### config.mk
export PLATFORM = sky130hd
export DESIGN_NAME = life_rule_pipeline
export DESIGN_NICKNAME = d
export VERILOG_FILES = /design/src/rtl/life_rule_pipeline.sv
export SDC_FILE = /design/constraint.sdc
export NUM_CORES = 1
export LEC_CHECK = 0
export CORE_MARGIN = 5
export CORE_UTILIZATION = 45
export DETAILED_ROUTE_END_ITERATION = 6
export HOLD_SLACK_MARGIN = 0.02
export PLACE_DENSITY = 0.72
export SLEW_MARGIN = 5
export SYNTH_ARGS = -nofsm -noshare
export SYNTH_HDL_FRONTEND = slang
export SYNTH_SLANG_ARGS = --single-unit
### constraint.sdc
create_clock -name clk -period 6.5 [get_ports clk]
set_clock_uncertainty 0.1 [all_clocks]
set_input_delay 0.975 -clock clk [delete_from_list [all_inputs] [get_ports clk]]
set_output_delay 0.975 -clock clk [all_outputs]
set_load 0.03 [all_outputs]
### src/rtl/life_rule_pipeline.sv
// life_rule_pipeline
// Aligns the per-pixel strobes from the memory control stage with the read
// data of the nine pixel memories. It then evaluates the Conway rule for the
// centre of each 3x3 window and issues the next-generation write. It also
// sequences one generation (run, drain, done) and counts the live cells that
// were written.
//
// Ports:
//   clk, resetn        clock, asynchronous active-low reset
//   start              single-cycle pulse, starts one generation (IDLE only)
//   gen_enable         upstream enable, high for exactly one frame of pixels
//   in_last            current upstream pixel is the last of the frame
//   in_center          one-hot bank of the centre pixel
//   in_read_enable     per-bank valid, 0 = neighbour out of bounds
//   in_write_addr      block address of the centre pixel
//   rd_data            one bit per memory, MEM_LATENCY cycles after strobes
//   out_valid          write qualifier
//   out_write_enable   one-hot bank write enable, zero when not valid
//   out_write_addr     write address
//   out_write_data     next-generation cell value
//   live_count         saturating count of live cells written this generation
//   busy               start accepted and generation not yet finished
//   done               single-cycle pulse after the last write
module life_rule_pipeline #(
  parameter int ADDR_WIDTH       = 4,
  parameter int MEM_LATENCY      = 1,
  parameter int LIVE_COUNT_WIDTH = 6
) (
  input  logic                        clk,
  input  logic                        resetn,
  input  logic                        start,
  output logic                        gen_enable,
  input  logic                        in_last,
  input  logic [8:0]                  in_center,
  input  logic [8:0]                  in_read_enable,
  input  logic [ADDR_WIDTH-1:0]       in_write_addr,
  input  logic [8:0]                  rd_data,
  output logic                        out_valid,
  output logic [8:0]                  out_write_enable,
  output logic [ADDR_WIDTH-1:0]       out_write_addr,
  output logic                        out_write_data,
  output logic [LIVE_COUNT_WIDTH-1:0] live_count,
  output logic                        busy,
  output logic                        done
);

  typedef enum logic [1:0] {IDLE, RUN, DRAIN, DONE} state_t;

  // The drain lasts as long as the pipeline, so the last pixel's write has
  // just issued when the counter runs out.
  localparam logic [2:0] DRAIN_LOAD = 3'(MEM_LATENCY + 2);

  state_t     state;
  logic [2:0] drain_count;

  logic [8:0] center_onehot;

  logic [MEM_LATENCY-1:0]                 d_valid;
  logic [MEM_LATENCY-1:0][8:0]            d_center;
  logic [MEM_LATENCY-1:0][8:0]            d_read_enable;
  logic [MEM_LATENCY-1:0][ADDR_WIDTH-1:0] d_addr;

  logic [8:0] masked;
  logic [8:0] neighbours;
  logic       centre_live;
  logic [3:0] neighbour_count;

  logic                  s1_valid;
  logic                  s1_centre;
  logic [3:0]            s1_n;
  logic [8:0]            s1_center;
  logic [ADDR_WIDTH-1:0] s1_addr;

  logic next_cell;

  // Generation sequencing. gen_enable, busy and done are registered outputs
  // of the FSM.
  always_ff @(posedge clk or negedge resetn) begin
    if (!resetn) begin
      state       <= IDLE;
      gen_enable  <= 1'b0;
      busy        <= 1'b0;
      done        <= 1'b0;
      drain_count <= '0;
    end else begin
      done <= 1'b0;
      case (state)
        IDLE: begin
          if (start) begin
            state      <= RUN;
            gen_enable <= 1'b1;
            busy       <= 1'b1;
          end
        end
        RUN: begin
          if (in_last) begin
            state       <= DRAIN;
            gen_enable  <= 1'b0;
            drain_count <= DRAIN_LOAD;
          end
        end
        DRAIN: begin
          drain_count <= drain_count - 3'd1;
          if (drain_count == 3'd1) begin
            state <= DONE;
            done  <= 1'b1;
            busy  <= 1'b0;
          end
        end
        DONE: begin
          state <= IDLE;
        end
        default: begin
          state <= IDLE;
        end
      endcase
    end
  end

  // Keep only the lowest set bit so a corrupted multi-hot centre can never
  // produce a multi-bank write.
  assign center_onehot = in_center & (~in_center + 9'd1);

  // S0: delay line that lines the strobes up with the memory read data.
  // A pixel is valid exactly when the upstream is enabled.
  always_ff @(posedge clk or negedge resetn) begin
    if (!resetn) begin
      d_valid       <= '0;
      d_center      <= '0;
      d_read_enable <= '0;
      d_addr        <= '0;
    end else begin
      d_valid[0]       <= gen_enable;
      d_center[0]      <= center_onehot;
      d_read_enable[0] <= in_read_enable;
      d_addr[0]        <= in_write_addr;
      for (int i = 1; i < MEM_LATENCY; i++) begin
        d_valid[i]       <= d_valid[i-1];
        d_center[i]      <= d_center[i-1];
        d_read_enable[i] <= d_read_enable[i-1];
        d_addr[i]        <= d_addr[i-1];
      end
    end
  end

  // Out-of-bounds banks are masked to dead. This includes the centre bank
  // if its read enable is low.
  always_comb begin
    masked          = rd_data & d_read_enable[MEM_LATENCY-1];
    neighbours      = masked & ~d_center[MEM_LATENCY-1];
    centre_live     = |(masked & d_center[MEM_LATENCY-1]);
    neighbour_count = '0;
    for (int i = 0; i < 9; i++) begin
      neighbour_count = neighbour_count + {3'b000, neighbours[i]};
    end
  end

  // S1 registers.
  always_ff @(posedge clk or negedge resetn) begin
    if (!resetn) begin
      s1_valid  <= 1'b0;
      s1_centre <= 1'b0;
      s1_n      <= '0;
      s1_center <= '0;
      s1_addr   <= '0;
    end else begin
      s1_valid  <= d_valid[MEM_LATENCY-1];
      s1_centre <= centre_live;
      s1_n      <= neighbour_count;
      s1_center <= d_center[MEM_LATENCY-1];
      s1_addr   <= d_addr[MEM_LATENCY-1];
    end
  end

  assign next_cell = (s1_n == 4'd3) | (s1_centre & (s1_n == 4'd2));

  // S2: the write itself. The write enable is gated by valid so that idle
  // cycles never strobe a bank.
  always_ff @(posedge clk or negedge resetn) begin
    if (!resetn) begin
      out_valid        <= 1'b0;
      out_write_enable <= '0;
      out_write_addr   <= '0;
      out_write_data   <= 1'b0;
    end else begin
      out_valid        <= s1_valid;
      out_write_enable <= s1_center & {9{s1_valid}};
      out_write_addr   <= s1_addr;
      out_write_data   <= next_cell;
    end
  end

  // The live count is cleared when a generation is accepted. It holds its
  // value through IDLE so it can be read after done.
  always_ff @(posedge clk or negedge resetn) begin
    if (!resetn) begin
      live_count <= '0;
    end else if (state == IDLE && start) begin
      live_count <= '0;
    end else if (out_valid && out_write_data && live_count != '1) begin
      live_count <= live_count + LIVE_COUNT_WIDTH'(1);
    end
  end

endmodule

==> results.md, run 1 <==
- Outcome: finished clean
- Nets: 320
- Final core occ: 60.5%
- Cell Count Post-Placement: 336
- Buf/Inv on CP: 4
- Peak VDD IR: 164 uV
- DR pass1 iterations: 4
- Skew-Pair Late Insertion Delay: 0.35 ns
- Deepest clock path buffer count: 2
- Final hold vios: 0
- Dominant synthesized flop cell: dfrtp_1
- Post-CTS sizing: 0
- Layout cell share with drive strength beyond 1: 8.30%
- Post-Synth XOR/XNOR Area: 0.647%
- Max Cap Viol: 0
- Syn_area_per_cell: 13.3 um2
- Total power draw: 1.17 mW
- Flop pwr share: 46.9%
- Setup crit start kind: input port
- Combinational Power Share: 26.0%
- Crit-path cells: clkdlybuf4s50_1 > nand3b_1 > fa_1 > fa_1 > inv_1 > fa_1 > fa_1 > inv_1 > fa_1 > inv_1
- Final wirelength: 4890 um
- Slew Viols, Final: 0
- Clock root cell: clkbuf_8
- Post-detail-place hpwl: 3550 um
- Global-route wire length before repair: 8110 um
- Die height: 87.6 um
- Top-level port count: 59
- Synth cell types: 39
- Worst-path clk slew: 0.07 ns
- Pre-CTS setup slack: 2.11 ns
- Internal: 0.793 mW
- Mapped Cells: 203
- Achievable Freq: 0.249 GHz
- Placed cell area: 3380 um2
- Final setup violation count: 0
- Overflow after GRT: 0
- Die area: 7670 um2
- Worst slew pin tran: 0.858 ns
- Register area share after synthesis: 65.6%
- Required @ worst endpoint: 6.69 ns
- Area Overhead vs Synth: 31.5%
- Power density cells: 327 nW/um2
- Standard-cell rows: 28
- Max incr delay on CP: 0.54 ns
- Post-synthesis mux area share: 1.57%
- Die width: 87.6 um
- Leak Pwr: 1.62 nW
- H-tree Lvls: 3
- Crit path kind: in2reg
- Initial Util: 46.0%
- Adder-cell share of the synthesized area: 7.39%
- Switch Pwr: 0.373 mW
- Synth Net Count: 251
- Hold buffer count at CTS: 0
- Final worst path period need: 4.01 ns
- RSZ-0062 raised after global routing: no
- Critical path's top delay family: adder cells
- Crit. End Element: register
- Clock power frac: 27.1%
- Wirelength per Cell: 13.9 um
- Post-synthesis register bit count: 71
- Synth Cell Area: 2710 um2
- Port bufs: 58
- Slew headroom: 42.8%
- Post-CTS Setup Bufs: 0
- Drc violations: 0
- Worst hold path type: reg2reg
- Final Non-Filler Cells: 352
- Clk sink count: 71
- GP Congestion: 0.775
- Compound-Gate Fraction of Synth Area: 5.82%
- CP max FO: 2
- Post-route antenna net violation count: 0
- Core Area: 5890 um2
- Gr usage total: 14.2%
- Antenna violations before repair: 0
- Post-DR vias/cell: 4.99
- Setup TNS Final: 0 ns
- Via count: 1755
- Slowest CP cell: fa_1
- CP most frequent cell: fa_1
- Post-synth EDFFs: 0
- Main combinational cell family by area after synthesis: simple AND/OR/NAND/NOR gates
- Design area: 3560 um2
- Vias in the first global route: 1750
- Filler cells: 469
- CP arrival: 4.20 ns
- Crit share post-route: 61.7%
- CTS tree: built
- Synth Area in Simple Gates: 16.5%
- YS warnings: 0
- Asr flop ratio synth: 100%
- TritonCTS Buffers: 9
- Worst setup margin: 2.49 ns
- First DRT Iteration DRCs: 42
- Hold Worst Slack: 0.251 ns
- Sw frac: 32.0%
- Largest net degree at the start of global routing: 72
- Diode count: 0
==> synth_stat cells, types with 4 or more instances <==
cell | count | share of area [%]
dfrtp_1 | 71 | 66
inv_1 | 17 | 2.4
and2_1 | 10 | 2.3
nand2_1 | 10 | 1.4
ha_1 | 8 | 3.7
nor2_1 | 8 | 1.1
nand3_1 | 7 | 1.3
nand3b_1 | 7 | 1.9
and3_1 | 6 | 1.4
a21oi_1 | 5 | 0.92
fa_1 | 5 | 3.7
a31oi_1 | 4 | 0.92
and4_1 | 4 | 1.3
o21ai_0 | 4 | 0.74
==> final timing paths <==
path                       slack (ns)             startpoint  cells after the start                          to
min                              0.25      d_valid$_DFF_PN0_                      0          s1_valid$_DFF_PN0_
min reg2reg                      0.25      d_valid$_DFF_PN0_                      0          s1_valid$_DFF_PN0_
max reg2reg                      3.10  d_center[0]$_DFF_PN0_                      9           s1_n[1]$_DFF_PN0_
min in group asynchronous        0.72                 resetn                      2         d_addr[3]$_DFF_PN0_
max                              2.49             rd_data[0]                     10           s1_n[1]$_DFF_PN0_
max in group asynchronous        5.03                 resetn                      2  drain_count[2]$_DFFE_PN0P_
==> layout by cell type (no fill, tap or decap), drive strengths merged, types with 5 or more instances in the layout <==
| cell type | Yosys | layout |
|---|---|---|
| dfrtp | 71 | 71 |
| clkdlybuf4s50 | 0 | 57 |
| inv | 17 | 18 |
| nand2 | 10 | 10 |
| and2 | 10 | 10 |
| clkbuf | 1 | 10 |
| nor2 | 8 | 8 |
| ha | 8 | 8 |
| nand3b | 7 | 7 |
| nand3 | 7 | 7 |
| and3 | 6 | 6 |
| a21oi | 5 | 5 |
| fa | 5 | 5 |
==> logic make-up (layout without fill, tap and decap cells) <==
logic type | Yosys count | in the layout
flip-flops | 71 | 71
adder cells (fa/ha/maj) | 13 | 13
AND/OR/NAND/NOR | 72 | 72
XOR/XNOR | 2 | 2
AO/OA/AOI/OAI | 23 | 23
buffers and inverters | 18 | 92
multiplexers | 4 | 4
==> sequential cells by signal (all words and copies together) (netlist names), 2 cells and up <==
register          count
d_addr                4
d_center              9
d_read_enable         9
drain_count           3
live_count            6
out_write_addr        4
out_write_enable      9
s1_addr               4
s1_center             9
s1_n                  4
state                 2
==> per-layer routing <==
metal / vias to the layer above / GRT usage [%] / share of wire, %
li1: 842 / - / -
met1: 852 / 18.5 / 45
met2: 51 / 21.1 / 46
met3: 10 / 3.10 / 5.8
met4: 0 / 9.90 / 2.8
met5: - / 0 / 0
==> area by class of cell <==
| cell class | instances | area, um2 | share of cell area, % |
|---|---|---|---|
| Clock buffer | 10 | 138 | 3.86 |
| Clock inverter | 6 | 43.8 | 1.23 |
| Inverter | 17 | 63.8 | 1.79 |
| Multi-Input combinational cell | 114 | 865 | 24.3 |
| Sequential cell | 71 | 1780 | 49.9 |
| Tap cell | 75 | 93.8 | 2.63 |
| Timing Repair Buffer | 59 | 583 | 16.4 |
==> power groups by stage <==
stage               clock network (mW)  logic, mW  registers, mW
global placement                     0      0.296          0.554
floorplan                            0      0.153          0.588
detailed placement                   0      0.305          0.557
global route                     0.339      0.335          0.559
finish                           0.316      0.304          0.547
CTS                              0.324      0.306          0.548
Power figures use the tool's default switching activity.
==> run 2: changes to the inputs <==
Clock period 6.5 ns to 3.97 ns, I/O delays scaled along.
==> run 2 against run 1 <==
Net effect:
- count of clock-buffer cells in the layout shrank 1
- utilization grew 0.26 points
- sequential share of layout area shrank 0.21 points
- combinational power grew 66%
- via count shrank 0.80%
- cell area grew 0.42%
- critical path depth is the same
- register-to-register slack lost 2.5 ns
- sequential power grew 64%
- cell count is the same
- power grew 68%
- critical path type unchanged
- largest cell class unchanged
- highest routed layer unchanged
==> results.md, run 2 (synthesis gave the netlist of run 1 again) <==
- Worst slew pin tran: 0.608 ns (-0.250 ns)
- Worst-path clk slew: 0.07 ns (about the same)
- Register Area: 1780 um2 (unchanged)
- Die width: 87.6 um (unchanged)
- Leak Pwr: 1.64 nW (+0.91%)
- GP Congestion: 0.819 (+5.7%)
- Post-DR vias/cell: 4.95 (-0.80%)
- Peak VDD IR: 287 uV (+75%)
- DR pass1 iterations: 4 (unchanged)
- Wirelength per Cell: 14.5 um (+4.3%)
- Post-detail-place hpwl: 3700 um (+4.3%)
- Worst hold path type: in2async
- Post-route antenna net violation count: 0 (unchanged)
- Slew Viols, Final: 0 (unchanged)
- Filler cells: 453 (-3.4%)
- Layout cell share with drive strength beyond 1: 8.30% (unchanged)
- Final worst path period need: 3.64 ns
- Diode count: 0 (unchanged)
- Overflow after GRT: 0 (unchanged)
- GR Util met2: 23.3% (+2.2 points)
- Deepest clock path buffer count: 2 (unchanged)
- Hold buffer count at CTS: 0 (unchanged)
- Drc violations: 0 (unchanged)
- Core Area: 5890 um2 (unchanged)
- Max Cap Viol: 0 (unchanged)
- Post-CTS sizing: 0 (unchanged)
- Commonest non-fill, non-tap cell in the layout: dfrtp_1
- Via count: 1741 (-0.80%)
- Die height: 87.6 um (unchanged)
- Outcome: finished clean
- Final setup violation count: 0 (unchanged)
- Area occupied by multi-input gates: 865 um2 (unchanged)
- Required @ worst endpoint: 4.15 ns (-2.54 ns)
- Slew headroom: 59.5% (+17 points)
- Hold Worst Slack: 0.159 ns (-0.0917 ns)
- Port bufs: 58 (unchanged)
- Achievable Freq: 0.275 GHz
- H-tree Lvls: 3 (unchanged)
- Antenna violations before repair: 0 (unchanged)
- CTS tree: built
- Global-route wire length before repair: 8370 um (+3.1%)
- Clock root cell: clkbuf_8
- Vias in the first global route: 1770 (+1.1%)
- Met1 GRT Util: 18.1% (-0.44 points)
- Power density cells: 547 nW/um2 (+67%)
- TritonCTS Buffers: 9 (unchanged)
- First DRT Iteration DRCs: 64 (+52%)
- Area Overhead vs Synth: 32.1%
- Top-level port count: 59 (unchanged)
- Standard-cell rows: 28 (unchanged)
- Initial Util: 46.0% (unchanged)
- Crit share post-route: 91.6%
- Largest net degree at the start of global routing: 44 (-39%)
- M3 GR Usage: 4.23% (+1.1 points)
- CP max FO: 2 (unchanged)
- Final core occ: 60.8% (+0.26 points)
- Crit. End Element: register
- Clk sink count: 71 (unchanged)
- Nets: 320 (unchanged)
- Gr usage total: 14.5% (+0.29 points)
- Post-CTS Setup Bufs: 0 (unchanged)
- Die area: 7670 um2 (unchanged)
- Crit path kind: in2reg
- Skew-Pair Late Insertion Delay: 0.34 ns (about the same)
- Setup crit start kind: input port
- Most frequent cells in the layout: 71 x dfrtp_1, 57 x clkdlybuf4s50_1, 17 x inv_1, 10 x nand2_1, 10 x and2_1
- Final hold vios: 0 (unchanged)
- CP arrival: 3.82 ns (-0.38 ns)
- Final wirelength: 5100 um (+4.3%)
- GRT busiest layer: met2
- RSZ-0062 raised after global routing: no
==> run 2: final cells by class <==
cell class	count	share of cell area [%]
sequential	71	49.7
tap	75	2.62
clock inverter	7	2.03
multi-input combinational	114	24.2
inverter	17	1.78
timing repair buffer	59	16.3
clock buffer	9	3.46
==> run 2: layer usage <==
layer | part of all wire [%] | vias up
met5 | 0 | -
met4 | 1.7 | 0
met3 | 5.8 | 6
met2 | 49 | 55
met1 | 44 | 842
li1 | - | 838
==> run 2: final timing paths <==
check	from	endpoint	slack, ns	cells after the start
worst max-delay path	rd_data[0]	s1_n[1]$_DFF_PN0_	0.33	10
worst min-delay path	resetn	s1_addr[3]$_DFF_PN0_	0.16	1
worst max register to register	d_center[0]$_DFF_PN0_	s1_n[1]$_DFF_PN0_	0.59	9
worst min register to register	d_addr[2]$_DFF_PN0_	s1_addr[2]$_DFF_PN0_	0.25	0
max in group asynchronous	resetn	done$_DFF_PN0_	2.64	2
min in group clk	d_addr[2]$_DFF_PN0_	s1_addr[2]$_DFF_PN0_	0.25	0
==> run 2: worst max-delay path, cell delays in order <==
cell	delay, ns
clkdlybuf4s50_1	0.48
nand3b_1	0.11
fa_1	0.53
fa_1	0.55
inv_1	0.06
fa_1	0.51
fa_1	0.45
inv_1	0.08
fa_1	0.40
inv_1	0.06
==> run 2: through the flow <==
stage	TNS, ns	instance area [um2]	std cells	setup slack, ns	power [mW]
4_1_cts	0	3580	352	0.349	1.98
3_3_place_gp	0	3380	336	0.0200	1.39
2_1_floorplan	0	2710	203	0.577	1.21
5_1_grt	0	3580	352	0.224	2.08
6_report	0	3580	352	0.333	1.96
3_5_place_dp	-0.0179	3380	336	-0.0179	1.42
==> run 2: where the power goes <==
| part | total (mW) | internal [mW] | leakage (nW) | switching, mW |
|---|---|---|---|---|
| Combinational | 0.504 | 0.236 | 0.647 | 0.268 |
| Clock | 0.557 | 0.291 | 0.0956 | 0.266 |
| Sequential | 0.897 | 0.820 | 0.893 | 0.0778 |
==> run 3: changes to the inputs <==
Settings changed: CAP_MARGIN from default to 20, REMOVE_ABC_BUFFERS from default to 1.
==> run 3 against run 2 <==
Net effect:
- count of clock-buffer cells in the layout is 1 higher
- die area stayed put
- critical path type unchanged
- register-to-register slack worse by 0.05 ns
==> results.md, run 3 (synthesis gave the netlist of run 1 again) <==
- Crit. End Element: register
- GP Congestion: 0.823 (+0.57%)
- H-tree Lvls: 3 (unchanged)
- Most frequent cells in the layout: 71 x dfrtp_1, 57 x clkdlybuf4s50_1, 17 x inv_1, 10 x nand2_1, 10 x and2_1
- Hold buffer count at CTS: 0 (unchanged)
- TritonCTS Buffers: 9 (unchanged)
- Crit path kind: in2reg
- Clk sink count: 71 (unchanged)
- Overflow after GRT: 0 (unchanged)
- Post-CTS Setup Bufs: 0 (unchanged)
- Worst-path clk slew: 0.08 ns (about the same)
- Peak VDD IR: 314 uV (+9.2%)
- Global-route wire length before repair: 8720 um (+4.2%)
- Filler cells: 437 (-3.5%)
- Achievable Freq: 0.271 GHz (-1.3%)
- Die width: 87.6 um (unchanged)
- Flop-to-flop setup slack: 0.54 ns (-0.05 ns)
- CP max FO: 2 (unchanged)
- Max incr delay on CP: 0.54 ns (about the same)
- Largest net degree at the start of global routing: 45 (+2.3%)
- Via count: 1756 (+0.86%)
- Core Area: 5890 um2 (unchanged)
- Post-CTS sizing: 0 (unchanged)
- Post-route antenna net violation count: 0 (unchanged)
- Clock root cell: clkbuf_8
- Final worst path period need: 3.68 ns (+0.0471 ns)
- Layout cell share with drive strength beyond 1: 7.94% (-0.36 points)
- Final hold vios: 0 (unchanged)
- Path depth of the worst reg2reg path: 9 (unchanged)
- Max Cap Viol: 0 (unchanged)
- Die height: 87.6 um (unchanged)
- Final setup violation count: 0 (unchanged)
- Worst hold path type: in2async
- Cell Count Post-Placement: 336 (unchanged)
- CP arrival: 3.86 ns (+0.04 ns)
- Antenna violations before repair: 0 (unchanged)
- Area Overhead vs Synth: 32.1% (unchanged)
- Initial Util: 46.0% (unchanged)
- Top-level port count: 59 (unchanged)
- Leak Pwr: 1.64 nW (+0.10%)
- Nets: 320 (unchanged)
- Crit-path cells: clkdlybuf4s50_1 > nand3b_1 > fa_1 > fa_1 > inv_1 > fa_1 > fa_1 > inv_1 > fa_1 > inv_1
- Drc violations: 0 (unchanged)
- CP most frequent cell: fa_1
- Critical R2R Capture: s1_n[1]$_DFF_PN0_
- Final wirelength: 5120 um (+0.45%)
- Setup TNS Final: 0 ns (unchanged)
- Slew Viols, Final: 0 (unchanged)
- Port bufs: 58 (unchanged)
- Design area: 3580 um2 (unchanged)
- Outcome: finished clean
- Diode count: 0 (unchanged)
- Skew-Pair Late Insertion Delay: 0.34 ns (about the same)
- CTS tree: built
- Setup crit start kind: input port
- Crit share post-route: 92.8% (+1.2 points)
- Gr usage total: 15.1% (+0.64 points)
- Standard-cell rows: 28 (unchanged)
- Placed cell area: 3380 um2 (unchanged)
- Commonest non-fill, non-tap cell in the layout: dfrtp_1
- Post-DR vias/cell: 4.99 (+0.86%)
- Required @ worst endpoint: 4.14 ns (about the same)
- Deepest clock path buffer count: 2 (unchanged)
- Final Non-Filler Cells: 352 (unchanged)
- Wirelength per Cell: 14.5 um (+0.45%)
- R2r startpoint: d_center[0]$_DFF_PN0_
- Power density cells: 549 nW/um2 (+0.30%)
- First DRT Iteration DRCs: 70 (+9.4%)
- RSZ-0062 raised after global routing: no
- Die area: 7670 um2 (unchanged)
- Post-detail-place hpwl: 3770 um (+1.7%)
- Vias in the first global route: 1842 (+4.1%)
- Slowest CP cell: fa_1
- DR pass1 iterations: 4 (unchanged)
- Slew headroom: 59.3% (-0.20 points)
- Worst slew pin tran: 0.611 ns (+0.00294 ns)
## run 3: cell types whose count changed in the layout (fill, tap and decap cells not counted)
cell        previous run  this run
inv_6                  1         2
clkinvlp_4             2         1
clkbuf_1               0         1
clkinv_2               2         1
## run 3: layout make-up
type	instances	area, um2	area share, %
flip-flops and latches	71	1780	49.7
multi-input cells	114	865	24.2
repair buffers	59	583	16.3
clock buffers	10	128	3.57
well taps	75	93.8	2.62
clock inverters	6	68.8	1.92
inverters	17	63.8	1.78
## run 3: worst max path at each step
| stage | start | endpoint | depth (start not counted) |
|---|---|---|---|
| 6_report | rd_data[0] | s1_n[1]$_DFF_PN0_ | 10 |
| 5_1_grt | rd_data[0] | s1_n[1]$_DFF_PN0_ | 10 |
| 4_1_cts | rd_data[0] | s1_n[1]$_DFF_PN0_ | 10 |
| 3_5_place_dp | rd_data[0] | s1_n[1]$_DFF_PN0_ | 10 |
| 3_3_place_gp | rd_data[0] | s1_n[1]$_DFF_PN0_ | 10 |
| 2_1_floorplan | rd_data[0] | s1_n[1]$_DFF_PN0_ | 9 |
## run 3: report_power, final
group	internal, mW	switching [mW]
combinational	0.237	0.264
sequential	0.820	0.0811
clock	0.295	0.268
## run 3: per-stage QoR
stage	util (%)	power [mW]	hold WS (ns)	setup WS, ns
after floorplan	-	1.21	0.200	0.577
after global placement	57.5	1.39	0.233	0.0187
after detailed placement	57.5	1.41	0.236	-0.0554
after CTS	60.8	1.98	0.161	0.303
after global routing	60.8	2.09	0.201	0.199
final	60.8	1.96	0.159	0.286
## run 3: per-layer routing
layer  GRT usage, %  vias to the layer above  wire (um)
li1               -                      836          -
met1           20.0                      848       2210
met2           23.0                       66       2510
met3           3.95                        6        316
met4           7.95                        0         74
met5              0                        -          0
## run 3: critical path: cells and delay by family
family,cells,cell delay (ns)
buffers and inverters,4,0.68
and+or+nand+nor,1,0.12
adders and majority gates,5,2.45
